`config.mk`:
```
export PLATFORM = sky130hd
export DESIGN_NAME = vcore_disp_opnd_fetch
export DESIGN_NICKNAME = d
export VERILOG_FILES = /design/src/rtl/vcore_disp_opnd_fetch.sv
export SDC_FILE = /design/constraint.sdc
export NUM_CORES = 1
export LEC_CHECK = 0
export ABC_AREA = 0
export BUFFER_PORTS_ARGS = -buffer_cell sky130_fd_sc_hd__buf_2
export CORE_AREA = 2 2 141 143
export DETAILED_ROUTE_END_ITERATION = 12
export DIE_AREA = 0 0 143 145
export PLACE_DENSITY = 0.71
export SYNTH_ARGS = -nofsm -noshare
export SYNTH_HDL_FRONTEND = slang
export SYNTH_SLANG_ARGS = --single-unit
export TNS_END_PERCENT = 10
```
`constraint.sdc`:
```
create_clock -name clk -period 3.8 [get_ports clk]
set_clock_uncertainty 0.15 [all_clocks]
set_input_delay 0.76 -clock clk [delete_from_list [all_inputs] [get_ports clk]]
set_output_delay 0.76 -clock clk [all_outputs]
set_load 0.05 [all_outputs]
```
`src/rtl/vcore_disp_opnd_fetch.sv`:
```
// Vector dispatch operand-fetch stage: sequences up to two VRF reads
// through one arbitrated port and presents the assembled payload downstream.

package vcore_pkg;
    localparam int VCORE_OPCODE_W   = 7;
    localparam int VCORE_CSR_VLEN_W = 8;
    localparam int VCORE_VRF_ID_W   = 2;
    localparam int VCORE_VDP_W      = 64;

    localparam logic [VCORE_OPCODE_W-1:0] VCORE_OP_VFLD  = 7'h21;
    localparam logic [VCORE_OPCODE_W-1:0] VCORE_OP_VFSLD = 7'h22;
    localparam logic [VCORE_OPCODE_W-1:0] VCORE_OP_VFST  = 7'h23;

    typedef struct packed {
        logic [1:0] mode;
        logic [3:0] stride;
        logic [1:0] ew;
        logic       signext;
    } vcore_vls_comm_ctrl_info_t;

    typedef struct packed {
        logic [VCORE_OPCODE_W-1:0]   opcode;
        logic [VCORE_CSR_VLEN_W-1:0] vlen;
        logic [2:0]                  rounding;
        logic [4:0]                  vdst0_addr;
        logic [VCORE_VRF_ID_W-1:0]   vdst1_id;
        logic                        vsrc0_vld;
        logic                        vsrc1_vld;
        logic [VCORE_VDP_W-1:0]      vsrc0_data;
        logic [VCORE_VDP_W-1:0]      vsrc1_data;
        vcore_vls_comm_ctrl_info_t   vls_comm_ctrl_info;
    } vcore_i2_i3_ppln_t;
endpackage

module vcore_disp_opnd_fetch
    import vcore_pkg::*;
#(
    parameter int VDP_W      = VCORE_VDP_W,
    parameter int VRF_ADDR_W = 5,
    parameter int RD_LAT     = 1
) (
    input  logic                                       clk,
    input  logic                                       rst,
    input  logic                                       flush,
    input  logic                                       valid_in,
    output logic                                       ready_out,
    input  logic [VCORE_OPCODE_W-1:0]                  opcode_in,
    input  logic [VCORE_CSR_VLEN_W-1:0]                vlen_in,
    input  logic [2:0]                                 rounding_in,
    input  logic [4:0]                                 vdst0_addr_in,
    input  logic [VCORE_VRF_ID_W-1:0]                  vdst1_id_in,
    input  logic                                       vsrc0_vld_in,
    input  logic                                       vsrc1_vld_in,
    input  logic [VRF_ADDR_W-1:0]                      vsrc0_addr_in,
    input  logic [VRF_ADDR_W-1:0]                      vsrc1_addr_in,
    input  logic [$bits(vcore_vls_comm_ctrl_info_t)-1:0] vls_info_in,
    output logic                                       vrf_rd_req,
    output logic [VRF_ADDR_W-1:0]                      vrf_rd_addr,
    input  logic                                       vrf_rd_gnt,
    input  logic [VDP_W-1:0]                           vrf_rd_data,
    output logic                                       valid_out,
    input  logic                                       ready_in,
    output vcore_i2_i3_ppln_t                          data_out
);

    generate
        if (RD_LAT != 1) begin : g_bad_rd_lat
            $error("vcore_disp_opnd_fetch: RD_LAT must be 1");
        end
        if (VDP_W != VCORE_VDP_W) begin : g_bad_vdp_w
            $error("vcore_disp_opnd_fetch: VDP_W must match VCORE_VDP_W");
        end
    endgenerate

    typedef enum logic [2:0] {
        S_IDLE = 3'd0,
        S_RD0  = 3'd1,
        S_RD1  = 3'd2,
        S_CAP  = 3'd3,
        S_OUT  = 3'd4
    } state_e;

    state_e                  state_q, state_d;
    vcore_i2_i3_ppln_t       data_q, data_d;
    logic [VRF_ADDR_W-1:0]   src0_addr_q, src0_addr_d;
    logic [VRF_ADDR_W-1:0]   src1_addr_q, src1_addr_d;
    logic                    pend_q, pend_d;
    logic                    pend_sel_q, pend_sel_d;

    logic                    accept;
    logic                    is_ls;
    logic                    rd_fire;
    state_e                  first_state;

    always_comb begin
        state_d     = state_q;
        data_d      = data_q;
        src0_addr_d = src0_addr_q;
        src1_addr_d = src1_addr_q;
        pend_sel_d  = pend_sel_q;

        ready_out = ~rst & ~flush &
                    ((state_q == S_IDLE) | ((state_q == S_OUT) & ready_in));
        accept    = valid_in & ready_out;
        is_ls     = (opcode_in == VCORE_OP_VFLD)  |
                    (opcode_in == VCORE_OP_VFSLD) |
                    (opcode_in == VCORE_OP_VFST);

        vrf_rd_req  = (state_q == S_RD0) | (state_q == S_RD1);
        vrf_rd_addr = (state_q == S_RD1) ? src1_addr_q : src0_addr_q;
        rd_fire     = vrf_rd_req & vrf_rd_gnt;
        valid_out   = (state_q == S_OUT);

        if (vsrc0_vld_in)      first_state = S_RD0;
        else if (vsrc1_vld_in) first_state = S_RD1;
        else                   first_state = S_OUT;

        // A flushed cycle neither arms nor consumes a pending read.
        pend_d = rd_fire & ~flush;
        if (rd_fire) pend_sel_d = (state_q == S_RD1);

        if (pend_q && !flush) begin
            if (pend_sel_q) data_d.vsrc1_data = vrf_rd_data;
            else            data_d.vsrc0_data = vrf_rd_data;
        end

        if (accept) begin
            data_d.opcode     = opcode_in;
            data_d.vlen       = vlen_in;
            data_d.rounding   = rounding_in;
            data_d.vdst0_addr = vdst0_addr_in;
            data_d.vdst1_id   = vdst1_id_in;
            data_d.vsrc0_vld  = vsrc0_vld_in;
            data_d.vsrc1_vld  = vsrc1_vld_in;
            src0_addr_d       = vsrc0_addr_in;
            src1_addr_d       = vsrc1_addr_in;
            if (is_ls) begin
                data_d.vls_comm_ctrl_info =
                    vcore_vls_comm_ctrl_info_t'(vls_info_in);
            end
        end

        unique case (state_q)
            S_IDLE: if (accept) state_d = first_state;
            S_RD0: begin
                if (vrf_rd_gnt) state_d = data_q.vsrc1_vld ? S_RD1 : S_CAP;
            end
            S_RD1:  if (vrf_rd_gnt) state_d = S_CAP;
            S_CAP:  state_d = S_OUT;
            S_OUT: begin
                if (ready_in) state_d = accept ? first_state : S_IDLE;
            end
            default: state_d = S_IDLE;
        endcase

        if (flush) state_d = S_IDLE;
    end

    always_ff @(posedge clk) begin
        if (rst) begin
            state_q     <= S_IDLE;
            data_q      <= '0;
            src0_addr_q <= '0;
            src1_addr_q <= '0;
            pend_q      <= 1'b0;
            pend_sel_q  <= 1'b0;
        end else begin
            state_q     <= state_d;
            data_q      <= data_d;
            src0_addr_q <= src0_addr_d;
            src1_addr_q <= src1_addr_d;
            pend_q      <= pend_d;
            pend_sel_q  <= pend_sel_d;
        end
    end

    assign data_out = data_q;

endmodule

```
==> reports/qor.yml, run 1 <==
detail-route-antenna-nets: 0
hold_class: "register to register"
htreeDepth: 4
synth_edf_count: 0
avgSynthCellArea_um2: 8.01
dr.pass1.iters: 4
pwr-share-clk_pct: 44.1
ys_types: 43
power_frac_comb_pct: 6.3
via_per_inst: 4.71
arrival_ns: 2.37
min_from: "data_out[90]"
dp_hpwl_mm: 13.3
worstSkewPairLatency_ns: 0.42
cp-end-kind: "output port"
holdBufCountCts: 0
critPathLaunchType: "register"
cts_buffers: 17
synth_area_um2: 6590
grt_pass1_wl_mm: 30.0
finalHoldViolCount: 0
power_density_nw_per_um2: 444
diodes: 0
setup_slack_ns: 0.516
async_flop_share_pct: 0
start_util_pct: 34.3
status: "complete, no violations"
r2r_slack_ns: 1.77
tns_ns: 0
peakVddDrop_uv: 284
grt_use_total_pct: 18.1
cts_root_buf: "clkbuf_16"
slew_viol_final: 0
io_pins: 288
fin_crit_sh_pct: 86.4
io_buffers: 287
wl_per_cell_um: 14.2
die_y_um: 145
dominantRegCellSynth: "dfxtp_1"
pre_cts_slack_ns: 0.917
p_int_w: 0.00284
dr.first_iter.drc_count: 231
maxCapViolations: 0
r2r-end: "data_out[131]"
layout_min_cycle_time_ns: 3.28
final_common_cell: "nand2_1"
swShare_pct: 25.9
cts_setup_buffers: 0
min_to: "data_out[90]"
final_core_util_pct: 45.0
finalSetupViolCount: 0
p_switching_w: 0.000993
grt.overflow.total: 0
die_area_um2: 20700
grt_pass1_vias: 5930
tightestPinTransition_ns: 0.776
mostFrequentLayoutCells: "nand2_1 (330), buf_2 (286), dfxtp_1 (179)"
antenna_found_initial: 0
area_delta_synth_final_pct: 31.1
cts_max_path_buffers: 2
rsz0062_at_grt: "false"
slew_headroom_pct: 48.3
final_nets: 1191
hold_path_depth: 2
reg2regPathDepth: 4
grt_max_degree: 70
synth_fp_nets: 938
yosysWarnings: 0
worstPathRequired_ns: 2.89
fp.dieW_um: 143
p_seq_share_pct: 49.6
finalWirelength_mm: 19.3
ys_ff_latch: 179
reg2reg_from: "pend_q"
vias: 6368
rows: 51
p_leak_nw: 3.72
core_um2: 19200
crit_type: "register to output port"
syn_inst: 822
drc: 0
path_max_fanout: 16
ys_seq_area_share_pct: 54.4
gp_congestion: 0.791
cts.repair.resized: 0
drive_above_1_share_pct: 31.5
cts_num_sinks: 179
clk_pin_slew_ns: 0.07
cts_tree: "built"
fmax_mhz: 305
## through the flow
| step | std cells | hold slack [ns] | cell area, um2 | total power [W] |
|---|---|---|---|---|
| floorplan | 822 | 0.283 | 6590 | 0.00208 |
| global placement | 1321 | 0.288 | 8080 | 0.00218 |
| detailed placement | 1321 | 0.293 | 8080 | 0.00219 |
| CTS | 1353 | 0.303 | 8640 | 0.00389 |
| global route | 1353 | 0.314 | 8640 | 0.00399 |
| finish | 1353 | 0.299 | 8640 | 0.00383 |
## synthesized netlist by cell type (2+ instances only)
cell,instances,area (um2)
nor2_4,2,22.5
mux2_2,6,67.6
nand3_1,10,50.1
a21oi_1,178,891
and3_1,3,18.8
nor2_1,4,15.0
clkbuf_1,22,82.6
inv_1,2,7.51
nor4_1,2,12.5
or3b_1,2,17.5
nand2_1,330,1240
dfxtp_1,179,3580
nor3_1,2,10.0
buf_2,27,135
nor2b_1,2,12.5
buf_6,12,135
nand2b_1,3,18.8
o21ai_0,11,55.1
## worst max-delay path, cell delays in order (launching register included)
cell     delay, ns
dfxtp_1       0.66
nor3b_2       0.65
mux2_2        0.43
buf_2         0.22
## final cells by class
cell class,count,area [um2]
clock buffers,17,425
fillers,1946,10600
multi-input cells,578,2640
inverters,2,7.51
well taps,265,332
clock inverters,15,135
repair buffers,297,1520
flip-flops and latches,179,3580
## flip-flops by register name (all words and copies together), names as in the netlist
signal       cells
data_out       164
state_q          3
pend_sel_q       1
src1_addr_q      5
src0_addr_q      5
pend_q           1
## worst max path at each step
| stage | from | end | slack [ns] |
|---|---|---|---|
| 2_1_floorplan | rst | ready_out | 1.41 |
| 3_5_place_dp | state_q[1] | vrf_rd_addr[4] | 0.92 |
| 5_1_grt | state_q[1] | vrf_rd_addr[4] | 0.38 |
| 6_report | state_q[1] | vrf_rd_addr[4] | 0.52 |
| 4_1_cts | state_q[1] | vrf_rd_addr[4] | 0.45 |
| 3_3_place_gp | state_q[1] | vrf_rd_addr[4] | 1.02 |
## power groups by stage
stage	registers, W	logic [W]	clock network [W]
CTS	0.00190	0.000242	0.00175
global placement	0.00195	0.000239	0
finish	0.00190	0.000240	0.00169
global route	0.00190	0.000259	0.00183
detailed placement	0.00195	0.000241	0
floorplan	0.00198	0.0000964	0
## cells by family after synthesis
kind of cell,synth area share (%)
AO/OA/AOI/OAI,15.9
AND/OR/NAND/NOR,22.8
XOR/XNOR,0.133
multiplexers,1.18
flip-flops,54.4
buffers and inverters,5.66
## routing by layer
layer / GRT usage, % / share of wire [%] / vias to the layer above
li1: - / - / 3195
met1: 21.6 / 42 / 2905
met2: 30.4 / 48 / 259
met3: 6.93 / 9.6 / 9
met4: 4.31 / 0.79 / 0
met5: 0 / 0 / -
Note: power is estimated with default switching activity, not from simulation.
==> run 2: changes to the inputs <==
clock period = 3.48 ns   (was 3.8 ns; I/O delays follow)
==> run 2 against run 1 <==
Final cell count is essentially flat. Critical path type unchanged. Sequential power rose by 9%. Sequential share of layout area down 0.13 points. Clock power increased by 9%. Sequential cell count unchanged. Setup slack worse by 0.21 ns.
==> reports/qor.yml, run 2 (synthesized netlist as in run 1, its figures left out) <==
layout_min_cycle_time_ns: 3.17
mostFrequentLayoutCells: "nand2_1 (330), buf_2 (286), dfxtp_1 (179)"
crit_slowest_cell: "dfxtp_1"
dr.first_iter.drc_count: 249  # +7.8%
path_max_fanout: 16  # unchanged
peakVddDrop_uv: 300  # +5.8%
drc: 0  # unchanged
core_um2: 19200  # unchanged
cp-end-kind: "output port"
tns_ns: 0  # unchanged
fin_crit_sh_pct: 91.2
start_util_pct: 34.3  # unchanged
clk_pin_slew_ns: 0.07  # about the same
cp_slowest_stage_delay_ns: 0.66  # about the same
detail-route-antenna-nets: 0  # unchanged
grt.overflow.total: 0  # unchanged
maxCapViolations: 0  # unchanged
tightestPinTransition_ns: 0.635  # -0.140 ns
crit_type: "register to output port"
finalWirelength_mm: 19.4  # +0.60%
gp_congestion: 0.799  # +1.1%
cts_root_buf: "clkbuf_16"
dp_hpwl_mm: 13.5  # +1.1%
slew_headroom_pct: 57.5  # +9.2 points
cts_buffers: 17  # unchanged
die_area_um2: 20700  # unchanged
io_pins: 288  # unchanged
final_common_cell: "nand2_1"
nFillCells: 1945  # -0.051%
r2r_slack_ns: 1.45  # -0.32 ns
area_delta_synth_final_pct: 31.5
path_cells: "nor3b_2 -> mux2_2 -> buf_2"
grt_use_total_pct: 18.3  # +0.19 points
slew_viol_final: 0  # unchanged
htreeDepth: 4  # unchanged
drive_above_1_share_pct: 31.5  # about the same
finalSetupViolCount: 0  # unchanged
grt_pass1_wl_mm: 30.6  # +2.0%
power_density_nw_per_um2: 484  # +9.0%
rows: 51  # unchanged
rsz0062_at_grt: "false"
dr.pass1.iters: 5  # +1
grt_pass1_vias: 6076  # +2.5%
critical-path-top-delay-family: "flip-flops"
cts.repair.resized: 0  # unchanged
status: "complete, no violations"
final_nets: 1192  # +0.084%
whs_ns: 0.300  # +0.000951 ns
arrival_ns: 2.33  # -0.04 ns
vias: 6416  # +0.75%
cts_tree: "built"
die_y_um: 145  # unchanged
finalHoldViolCount: 0  # unchanged
setup_slack_ns: 0.307  # -0.209 ns
cp_num_buf_inv: 1  # unchanged
register_area_um2: 3580  # unchanged
p_leak_nw: 3.70  # -0.35%
fp.dieW_um: 143  # unchanged
cts_num_sinks: 179  # unchanged
largest_reg_flops: 164  # unchanged
antenna_found_initial: 0  # unchanged
worstSkewPairLatency_ns: 0.42  # about the same
worstPathRequired_ns: 2.63  # -0.26 ns
cts_setup_buffers: 0  # unchanged
critPathLaunchType: "register"
pre_cts_slack_ns: 0.740  # -0.178 ns
via_per_inst: 4.74  # +0.68%
grt_max_degree: 80  # +14%
io_buffers: 287  # unchanged
fmax_mhz: 315
cts_max_path_buffers: 2  # unchanged
holdBufCountCts: 0  # unchanged
wl_per_cell_um: 14.3  # +0.53%
multiInputGateArea_um2: 2640  # unchanged
hold_class: "register to register"
diodes: 0  # unchanged
[run 2: cell count changes in the layout (fill, tap and decap cells not counted), sizes merged]
| cell | previous run | this run |
|---|---|---|
| buf | 297 | 298 |
| clkinvlp | 1 | 6 |
| clkinv | 5 | 2 |
| inv | 11 | 7 |
| clkbuf | 17 | 19 |
[run 2: cell type report]
type,instances,share of cell area (%)
clock buffer,19,5.11
clock inverter,13,1.43
inverter,2,0.0867
multi-input combinational,578,30.4
sequential,179,41.4
tap,265,3.83
timing repair buffer,298,17.7
[run 2: power by group]
group / total, W / leakage (nW) / internal, W / switching (W)
combinational: 0.000260 / 2.00 / 0.0000868 / 0.000173
sequential: 0.00208 / 1.44 / 0.00206 / 0.0000123
clock: 0.00185 / 0.258 / 0.000963 / 0.000889
total: 0.00419 / 3.70 / 0.00311 / 0.00107
[run 2: per-stage QoR]
step	cell area, um2	util (%)	total power [W]	std cells
floorplan	6590	-	0.00227	822
finish	8660	45.1	0.00419	1354
global route	8660	45.1	0.00436	1354
detailed placement	8100	42.2	0.00238	1322
CTS	8660	45.1	0.00425	1354
global placement	8100	42.2	0.00238	1322
[run 2: worst reg2reg max path: cells and delay by family (launching register included)]
family	cells	cell delay, ns
buffers and inverters	1	0.39
and+or+nand+nor	2	0.92
AOI/OAI and AO/OA	1	0.07
DFF	1	0.36
[run 2: worst paths after layout]
kind,endpoint,start,cells after the start
min,data_out[13],data_out[13],2
max,vrf_rd_addr[4],state_q[1],3
max reg2reg,data_out[131],pend_sel_q,4
min reg2reg,data_out[13],data_out[13],2
[run 2: layer usage]
metal  part of all wire [%]  up-vias  global-route usage (%)
met3                    9.3       14                    6.14
met2                     48      261                    30.2
met5                      0        -                       0
met4                   0.99        0                    4.80
met1                     42     2949                    22.6
li1                       -     3192                       -
